`src/rtl/pulse_gen_pkg.sv`:
```
// -----------------------------------------------------------------------------
// pulse_gen_pkg
// Shared constants and encodings for the multi-channel pulse generator.
//   mode_e     : channel operating mode (periodic / one-shot)
//   state_e    : per-channel FSM state encoding
//   MIN_PERIOD : smallest legal period; shorter requests are raised to this
// The per-channel config record {period, width, mode} is sized by CNT_W and is
// therefore declared as ch_cfg_t inside pulse_gen_channel, built on mode_e.
// -----------------------------------------------------------------------------
package pulse_gen_pkg;

    typedef enum logic {
        MODE_PERIODIC = 1'b0,
        MODE_ONESHOT  = 1'b1
    } mode_e;

    typedef enum logic {
        ST_IDLE   = 1'b0,
        ST_ACTIVE = 1'b1
    } state_e;

    localparam int MIN_PERIOD = 2;

endpackage

```
`src/rtl/pulse_generator_mc_if.sv`:
```
// -----------------------------------------------------------------------------
// pulse_generator_mc_if
// Configuration port of pulse_generator_mc (valid/ready transfer).
//   cfg_valid  : request from the master
//   cfg_ready  : accept from the generator; transfer on valid && ready
//   cfg_ch     : target channel
//   cfg_period : period P in cycles
//   cfg_width  : high width W in cycles
//   cfg_mode   : 0 = periodic, 1 = one-shot
// -----------------------------------------------------------------------------
interface pulse_generator_mc_if #(
    parameter int NUM_CH = 4,
    parameter int CNT_W  = 32
);
    localparam int CH_W = (NUM_CH > 1) ? $clog2(NUM_CH) : 1;

    logic             cfg_valid;
    logic             cfg_ready;
    logic [CH_W-1:0]  cfg_ch;
    logic [CNT_W-1:0] cfg_period;
    logic [CNT_W-1:0] cfg_width;
    logic             cfg_mode;

    modport master (
        output cfg_valid, cfg_ch, cfg_period, cfg_width, cfg_mode,
        input  cfg_ready
    );

    modport slave (
        input  cfg_valid, cfg_ch, cfg_period, cfg_width, cfg_mode,
        output cfg_ready
    );
endinterface

```
`src/rtl/pulse_gen_channel.sv`:
```
// -----------------------------------------------------------------------------
// pulse_gen_channel
// One pulse channel: FSM, period counter, active config, shadow config and
// pending flag.
//   clk, rst        : clock, synchronous active-high reset
//   en, trig        : channel enable (level), one-shot start (level)
//   sync_in         : frame marker (only with PULSE_GEN_MC_SYNC_EN defined)
//   wr, wr_*        : already-clamped config write into the shadow register
//   pulse_out, busy : registered pulse, channel ACTIVE
//   pending         : shadow config waiting to be applied
//
//   state     | meaning
//   ----------+-------------------------------------------------------------
//   ST_IDLE   | counter parked at 0, output low, waiting for en (and trig)
//   ST_ACTIVE | counting 0..P-1, output high while cnt < W
// -----------------------------------------------------------------------------
module pulse_gen_channel
    import pulse_gen_pkg::*;
#(
    parameter int CNT_W          = 32,
    parameter int DEFAULT_PERIOD = 50_000_000
) (
    input  logic             clk,
    input  logic             rst,
    input  logic             en,
    input  logic             trig,
`ifdef PULSE_GEN_MC_SYNC_EN
    input  logic             sync_in,
`endif
    input  logic             wr,
    input  logic [CNT_W-1:0] wr_period,
    input  logic [CNT_W-1:0] wr_width,
    input  mode_e            wr_mode,
    output logic             pulse_out,
    output logic             busy,
    output logic             pending
);

    typedef struct packed {
        logic [CNT_W-1:0] period;
        logic [CNT_W-1:0] width;
        mode_e            mode;
    } ch_cfg_t;

    localparam ch_cfg_t CFG_RST = '{
        period: CNT_W'(DEFAULT_PERIOD),
        width:  CNT_W'(1),
        mode:   MODE_PERIODIC
    };

    state_e           state_q, state_d;
    logic [CNT_W-1:0] cnt_q, cnt_d;
    logic             pulse_q, pulse_d;
    logic             pending_q, pending_d;
    ch_cfg_t          act_q, act_d;
    ch_cfg_t          shd_q, shd_d;
    ch_cfg_t          nxt_cfg;
    logic             restart;

    always_comb begin
        state_d   = state_q;
        cnt_d     = cnt_q;
        pulse_d   = pulse_q;
        pending_d = pending_q;
        act_d     = act_q;
        shd_d     = shd_q;

        // Config that governs the next period to start.
        nxt_cfg = pending_q ? shd_q : act_q;

        restart = (state_q == ST_ACTIVE) && (cnt_q == act_q.period - CNT_W'(1));
`ifdef PULSE_GEN_MC_SYNC_EN
        // Frame marker forces a boundary on running periodic channels.
        if (sync_in && (state_q == ST_ACTIVE) && (act_q.mode == MODE_PERIODIC)) begin
            restart = 1'b1;
        end
`endif

        if (!en) begin
            state_d = ST_IDLE;
            cnt_d   = '0;
            pulse_d = 1'b0;
            if ((state_q == ST_IDLE) && pending_q) begin
                act_d     = shd_q;
                pending_d = 1'b0;
            end
        end else if (state_q == ST_IDLE) begin
            act_d     = nxt_cfg;
            pending_d = 1'b0;
            if ((nxt_cfg.mode == MODE_PERIODIC) || trig) begin
                state_d = ST_ACTIVE;
                cnt_d   = '0;
                pulse_d = (nxt_cfg.width != '0);
            end
        end else if (restart) begin
            act_d     = nxt_cfg;
            pending_d = 1'b0;
            cnt_d     = '0;
            // A finished one-shot, or a switch to one-shot, parks in IDLE.
            if ((act_q.mode == MODE_ONESHOT) || (nxt_cfg.mode == MODE_ONESHOT)) begin
                state_d = ST_IDLE;
                pulse_d = 1'b0;
            end else begin
                pulse_d = (nxt_cfg.width != '0);
            end
        end else begin
            cnt_d   = cnt_q + CNT_W'(1);
            pulse_d = (cnt_q + CNT_W'(1)) < act_q.width;
        end

        // Writes only arrive while pending is clear, so they never race an
        // apply; a write on a boundary cycle waits for the following one.
        if (wr) begin
            shd_d     = '{period: wr_period, width: wr_width, mode: wr_mode};
            pending_d = 1'b1;
        end
    end

    always_ff @(posedge clk) begin
        if (rst) begin
            state_q   <= ST_IDLE;
            cnt_q     <= '0;
            pulse_q   <= 1'b0;
            pending_q <= 1'b0;
            act_q     <= CFG_RST;
            shd_q     <= CFG_RST;
        end else begin
            state_q   <= state_d;
            cnt_q     <= cnt_d;
            pulse_q   <= pulse_d;
            pending_q <= pending_d;
            act_q     <= act_d;
            shd_q     <= shd_d;
        end
    end

    assign pulse_out = pulse_q;
    assign busy      = (state_q == ST_ACTIVE);
    assign pending   = pending_q;

endmodule

```
`src/rtl/pulse_generator_mc.sv`:
```
// -----------------------------------------------------------------------------
// pulse_generator_mc
// Multi-channel programmable pulse / strobe generator.
//   clk, rst  : clock, synchronous active-high reset
//   cfg       : pulse_generator_mc_if.slave config port (valid/ready)
//   ch_en     : per-channel enable (level)
//   trig      : per-channel one-shot start (level, sampled)
//   sync_in   : frame marker, present only when PULSE_GEN_MC_SYNC_EN is defined
//   pulse_out : registered pulse outputs
//   busy      : channel ACTIVE
// Optional feature macro: PULSE_GEN_MC_SYNC_EN (phase-align periodic channels).
// -----------------------------------------------------------------------------
module pulse_generator_mc
    import pulse_gen_pkg::*;
#(
    parameter int NUM_CH         = 4,
    parameter int CNT_W          = 32,
    parameter int DEFAULT_PERIOD = 50_000_000
) (
    input  logic                clk,
    input  logic                rst,
    pulse_generator_mc_if.slave cfg,
    input  logic [NUM_CH-1:0]   ch_en,
    input  logic [NUM_CH-1:0]   trig,
`ifdef PULSE_GEN_MC_SYNC_EN
    input  logic                sync_in,
`endif
    output logic [NUM_CH-1:0]   pulse_out,
    output logic [NUM_CH-1:0]   busy
);

    localparam int CH_W = (NUM_CH > 1) ? $clog2(NUM_CH) : 1;

    logic [NUM_CH-1:0]    pending;
    logic [2**CH_W-1:0]   pending_ext;
    logic                 xfer;
    logic [CNT_W-1:0]     clp_period;
    logic [CNT_W-1:0]     clp_width;

    // Unused channel codes read as "not pending": accepted and dropped.
    always_comb begin
        pending_ext               = '0;
        pending_ext[NUM_CH-1:0]   = pending;
    end

    assign cfg.cfg_ready = ~pending_ext[cfg.cfg_ch];
    assign xfer          = cfg.cfg_valid && cfg.cfg_ready;

    always_comb begin
        clp_period = (cfg.cfg_period < CNT_W'(MIN_PERIOD)) ? CNT_W'(MIN_PERIOD) : cfg.cfg_period;
        clp_width  = (cfg.cfg_width >= clp_period) ? (clp_period - CNT_W'(1)) : cfg.cfg_width;
    end

    for (genvar i = 0; i < NUM_CH; i++) begin : g_ch
        pulse_gen_channel #(
            .CNT_W          (CNT_W),
            .DEFAULT_PERIOD (DEFAULT_PERIOD)
        ) u_ch (
            .clk       (clk),
            .rst       (rst),
            .en        (ch_en[i]),
            .trig      (trig[i]),
`ifdef PULSE_GEN_MC_SYNC_EN
            .sync_in   (sync_in),
`endif
            .wr        (xfer && (cfg.cfg_ch == CH_W'(i))),
            .wr_period (clp_period),
            .wr_width  (clp_width),
            .wr_mode   (mode_e'(cfg.cfg_mode)),
            .pulse_out (pulse_out[i]),
            .busy      (busy[i]),
            .pending   (pending[i])
        );
    end

endmodule

```
`src/flat_wrapper.sv`:
```
// flat-port wrapper written by rule: the top's interface ports become plain ports
module pulse_generator_mc_flat import pulse_gen_pkg::*;
#(
    parameter int NUM_CH         = 4,
    parameter int CNT_W          = 32,
    parameter int DEFAULT_PERIOD = 50_000_000
)
  (clk, rst, ch_en, trig, pulse_out, busy, cfg_cfg_valid, cfg_cfg_ch, cfg_cfg_period, cfg_cfg_width, cfg_cfg_mode, cfg_cfg_ready);
  pulse_generator_mc_if #(.NUM_CH(NUM_CH), .CNT_W(CNT_W)) cfg_i ();
  input  logic clk;
  input  logic rst;
  input  logic [NUM_CH-1:0] ch_en;
  input  logic [NUM_CH-1:0] trig;
  output logic [NUM_CH-1:0] pulse_out;
  output logic [NUM_CH-1:0] busy;
  input wire logic [$bits(cfg_i.cfg_valid)-1:0] cfg_cfg_valid;
  input wire logic [$bits(cfg_i.cfg_ch)-1:0] cfg_cfg_ch;
  input wire logic [$bits(cfg_i.cfg_period)-1:0] cfg_cfg_period;
  input wire logic [$bits(cfg_i.cfg_width)-1:0] cfg_cfg_width;
  input wire logic [$bits(cfg_i.cfg_mode)-1:0] cfg_cfg_mode;
  output wire logic [$bits(cfg_i.cfg_ready)-1:0] cfg_cfg_ready;
  assign cfg_i.cfg_valid = cfg_cfg_valid;
  assign cfg_i.cfg_ch = cfg_cfg_ch;
  assign cfg_i.cfg_period = cfg_cfg_period;
  assign cfg_i.cfg_width = cfg_cfg_width;
  assign cfg_i.cfg_mode = cfg_cfg_mode;
  assign cfg_cfg_ready = cfg_i.cfg_ready;
  pulse_generator_mc #(.NUM_CH(NUM_CH), .CNT_W(CNT_W), .DEFAULT_PERIOD(DEFAULT_PERIOD)) u_core (.clk(clk), .rst(rst), .cfg(cfg_i), .ch_en(ch_en), .trig(trig), .pulse_out(pulse_out), .busy(busy));
endmodule
```
`config.mk`:
```
export PLATFORM = sky130hd
export DESIGN_NAME = pulse_generator_mc_flat
export DESIGN_NICKNAME = d
export VERILOG_FILES = /design/src/rtl/pulse_gen_pkg.sv /design/src/rtl/pulse_generator_mc_if.sv /design/src/rtl/pulse_gen_channel.sv /design/src/rtl/pulse_generator_mc.sv /design/src/flat_wrapper.sv
export SDC_FILE = /design/constraint.sdc
export NUM_CORES = 2
export LEC_CHECK = 0
export CAP_MARGIN = 20
export CORE_MARGIN = 3
export CORE_UTILIZATION = 59
export DETAILED_ROUTE_END_ITERATION = 7
export DONT_BUFFER_PORTS = 1
export GPL_ROUTABILITY_DRIVEN = 0
export PLACE_DENSITY = 0.78
export SLEW_MARGIN = 20
export SYNTH_ARGS = -nofsm -noshare
export SYNTH_HDL_FRONTEND = slang
export SYNTH_SLANG_ARGS = --single-unit
```
`constraint.sdc`:
```
create_clock -name clk -period 5.4 [get_ports clk]
set_clock_uncertainty 0.05 [all_clocks]
set_input_delay 1.08 -clock clk [delete_from_list [all_inputs] [get_ports clk]]
set_output_delay 1.08 -clock clk [all_outputs]
set_load 0.01 [all_outputs]
```
==> results.cfg <==
[status]
status = finished, violations left
violations = slew limit

[synth]
seq_area_frac_synth = 0.354
ys_ff_latch = 660
syn_area_per_cell_um2 = 8.08
async_flop_share = 0
syn_inst = 4626
yosys_warnings = 0
syn_nets = 4869
synth_edf_count = 0
syn-cell-area_um2 = 37400
synthFlopType = dfxtp_1
ys_types = 98

[timing]
report.final.slew_viol_count = 51
max_slew_margin = -0.00978
tns_ps = 0
finalCriticalPeriod_ps = 4900
rsz0062_at_grt = false
period_share = 0.907
hold_viol_final = 0
finalSetupViolCount = 0
worst_pin_slew_ps = 1510
clock.fmax_mhz = 204
setup_ws_ps = 502

[global_routing]
grtUsageTotal = 0.359
grt_antenna_before_repair = 10
grt-ovfl-total = 0
grt_pass1_wl_um = 188000
grt_max_degree = 516
first_global_vias = 31900

[setup_path]
cp_top_family = simple AND/OR/NAND/NOR gates
cp_data_required_time_ps = 5780
worstPathCellList = or4_1 -> or4_1 -> buf_4 -> nor4_2 -> and4b_1 -> nand2b_1 -> inv_1 -> ha_1 -> nand2b_1 -> a21o_1 -> a21o_1 -> a21oi_1 -> o211ai_1 -> a211oi_2 -> buf_4 -> buf_4 -> o211ai_1 -> o211ai_1 -> a21oi_1
worstSetupPathType = in2reg
cp_num_buf_inv = 4
cp_max_fo = 21
end_kind = flop
reg2reg_slack_ps = 890
r2r-end = u_core.g_ch[3].u_ch.act_q[63]
reg2reg_depth = 9
cp.arrival_ps = 5270
start_kind = input pin
cpPeakStageDelay_ps = 530
regToRegStartpoint = u_core.g_ch[3].u_ch.act_q[42]
slowest_stage = or4_1

[clocking]
cts_hold_buf = 0
root_buffer = clkbuf_16
cts_tree = built
clock_sinks = 660
cts_buffers = 73
cts_resized = 0
cts_max_level = 3
post_cts_buffers = 0
clk_latency_ps = 640
clk_path_buf_depth = 3
clk_pin_slew_ps = 60

[worst_hold_path]
hold_start = u_core.g_ch[0].u_ch.shd_q[33]
min_path_cells = 2
hold_end = u_core.g_ch[0].u_ch.shd_q[33]
hold_path_class = reg2reg

[route]
drtPass1Iterations = 6
num_vias = 35500
post-route-drc-count = 0
ant_nets = 0
wl_um = 124000
routed_via_density = 6.67
post_drt_wl_per_cell_um = 23.3
drtIter0Drc = 4968

[floorplan]
die_x_um = 258
die_h_um = 258
rows = 91
start_util = 0.601
die-area_um2 = 66400
io-pin-count = 87
core-area_um2 = 62200

[layout]
drive_above_1_share = 0.0614
final_nets = 4662
syn2layout_area_growth_pct = 7.39
fill_cells = 5306

[power]
switchingPower_w = 0.00281
seq_power_share = 0.458
p_leak_nw = 14.6
p_int_w = 0.00838
max-vdd-ir-drop_uv = 166
pwr-share-comb = 0.069
power_density_nw_per_um2 = 279
swShare = 0.251
pwr-share-clk = 0.474

[placed_design]
io_buffers = 0
dp_hpwl_um = 87500
dp_slack_ps = 2.00

[job]
max-cap-violations = 0
==> how the worst max path moves through the flow <==
stage / start / end / slack (ps) / depth (start not counted)
6_report: cfg_cfg_period[21] / u_core.g_ch[3].u_ch.shd_q[27] / 500 / 19
5_1_grt: cfg_cfg_period[21] / u_core.g_ch[0].u_ch.shd_q[2] / 400 / 19
4_1_cts: cfg_cfg_period[21] / u_core.g_ch[2].u_ch.shd_q[2] / 650 / 19
3_5_place_dp: cfg_cfg_period[21] / u_core.g_ch[0].u_ch.shd_q[2] / 2 / 19
3_3_place_gp: cfg_cfg_period[21] / u_core.g_ch[0].u_ch.shd_q[2] / 150 / 19
2_1_floorplan: cfg_cfg_period[18] / u_core.g_ch[1].u_ch.shd_q[32] / 7 / 18
==> kinds of logic after synthesis <==
family	Yosys count	share of synthesized area
AOI/OAI and AO/OA	1120	0.201
DFF	660	0.354
adders and majority gates	165	0.0552
muxes	129	0.0347
buffers and inverters	583	0.0660
xor gates and xnor gates	304	0.0713
and+or+nand+nor	1665	0.218
==> layer usage <==
layer,share of wire,up-vias,global-route usage,wire length (um)
li1,-,16300,-,-
met1,0.40,16800,0.479,49400
met2,0.41,1951,0.514,50900
met3,0.14,406,0.126,16700
met4,0.054,12,0.173,6670
met5,0.0014,-,0,169
==> layout make-up <==
| type | count | area (um2) | share of cell area |
|---|---|---|---|
| Sequential cell | 660 | 13200 | 0.329 |
| Tap cell | 837 | 1050 | 0.0261 |
| Clock buffer | 102 | 2090 | 0.0521 |
| Inverter | 230 | 866 | 0.0216 |
| Multi-Input combinational cell | 3383 | 21800 | 0.544 |
| Antenna cell | 5 | 12.5 | 0.000312 |
| Clock inverter | 31 | 440 | 0.0110 |
| Timing Repair Buffer | 71 | 621 | 0.0155 |
==> power by group through the flow <==
stage / registers, W / logic [W] / clock network (W)
3_3_place_gp: 0.00521 / 0.000714 / 0
3_5_place_dp: 0.00522 / 0.000728 / 0
2_1_floorplan: 0.00514 / 0.000586 / 0
4_1_cts: 0.00511 / 0.000733 / 0.00532
5_1_grt: 0.00512 / 0.000813 / 0.00552
6_report: 0.00512 / 0.000767 / 0.00530
==> worst reg2reg max path, delay by kind of cell, from the launching register on <==
| kind | cells | cell delay, ps |
|---|---|---|
| simple gates | 5 | 1910 |
| flops | 1 | 410 |
| buf+inv | 1 | 420 |
| compound gates | 3 | 1560 |
==> layout by cell type, fill, tap and decap left out, types with 25 or more instances in the layout <==
cell type  synthesis  final
a21o_1            44     44
a21oi_1          317    317
a22o_1            32     32
a22oi_1           59     59
a31oi_1           61     59
a32o_1            30     30
and3_1            42     40
buf_4             17     64
clkbuf_16          0     76
dfxtp_1          660    657
ha_1             165    165
inv_1            227    227
mux2i_1          124    124
nand2_1          527    527
nand3_1          160    158
nand4_1          133    133
nor2_1           337    335
nor2b_1           29     27
nor3_1           145    141
nor3b_1           26     25
nor4_1           103    102
o211ai_1         203    203
o21ai_0          139    138
o311ai_0          44     44
or3_1             26     25
or4_1             26     26
xnor2_1          187    187
xor2_1           117    117
==> through the flow <==
step	hold WS, ps	instance area, um2	util	power, W	std cells
2_1_floorplan	386	37400	-	0.00572	4626
3_3_place_gp	394	37600	0.605	0.00593	5181
3_5_place_dp	399	37600	0.605	0.00594	5181
4_1_cts	407	40100	0.645	0.0112	5314
5_1_grt	430	40100	0.645	0.0115	5314
6_report	407	40100	0.646	0.0112	5319
==> cells in the mapped netlist, types with 59 or more instances <==
| library cell | number | area (um2) |
|---|---|---|
| nor4_1 | 103 | 644 |
| o21ai_0 | 139 | 696 |
| xor2_1 | 117 | 1020 |
| xnor2_1 | 187 | 1640 |
| nand2_1 | 527 | 1980 |
| a22oi_1 | 59 | 443 |
| dfxtp_1 | 660 | 13200 |
| clkbuf_1 | 266 | 998 |
| ha_1 | 165 | 2060 |
| nand3_1 | 160 | 801 |
| a31oi_1 | 61 | 382 |
| nor3_1 | 145 | 726 |
| nor2_1 | 337 | 1260 |
| mux2i_1 | 124 | 1240 |
| inv_1 | 227 | 852 |
| o211ai_1 | 203 | 1520 |
| a21oi_1 | 317 | 1590 |
| nand4_1 | 133 | 832 |
==> state kept, by name (all words and copies together) (netlist names) <==
signal,flops
u_core.g_ch.u_ch.cnt_q,128
u_core.g_ch.u_ch.pending,4
u_core.g_ch.u_ch.shd_q,260
u_core.g_ch.u_ch.pulse_out,4
u_core.g_ch.u_ch.act_q,260
u_core.g_ch.u_ch.busy,4
Power figures use the tool's default switching activity.
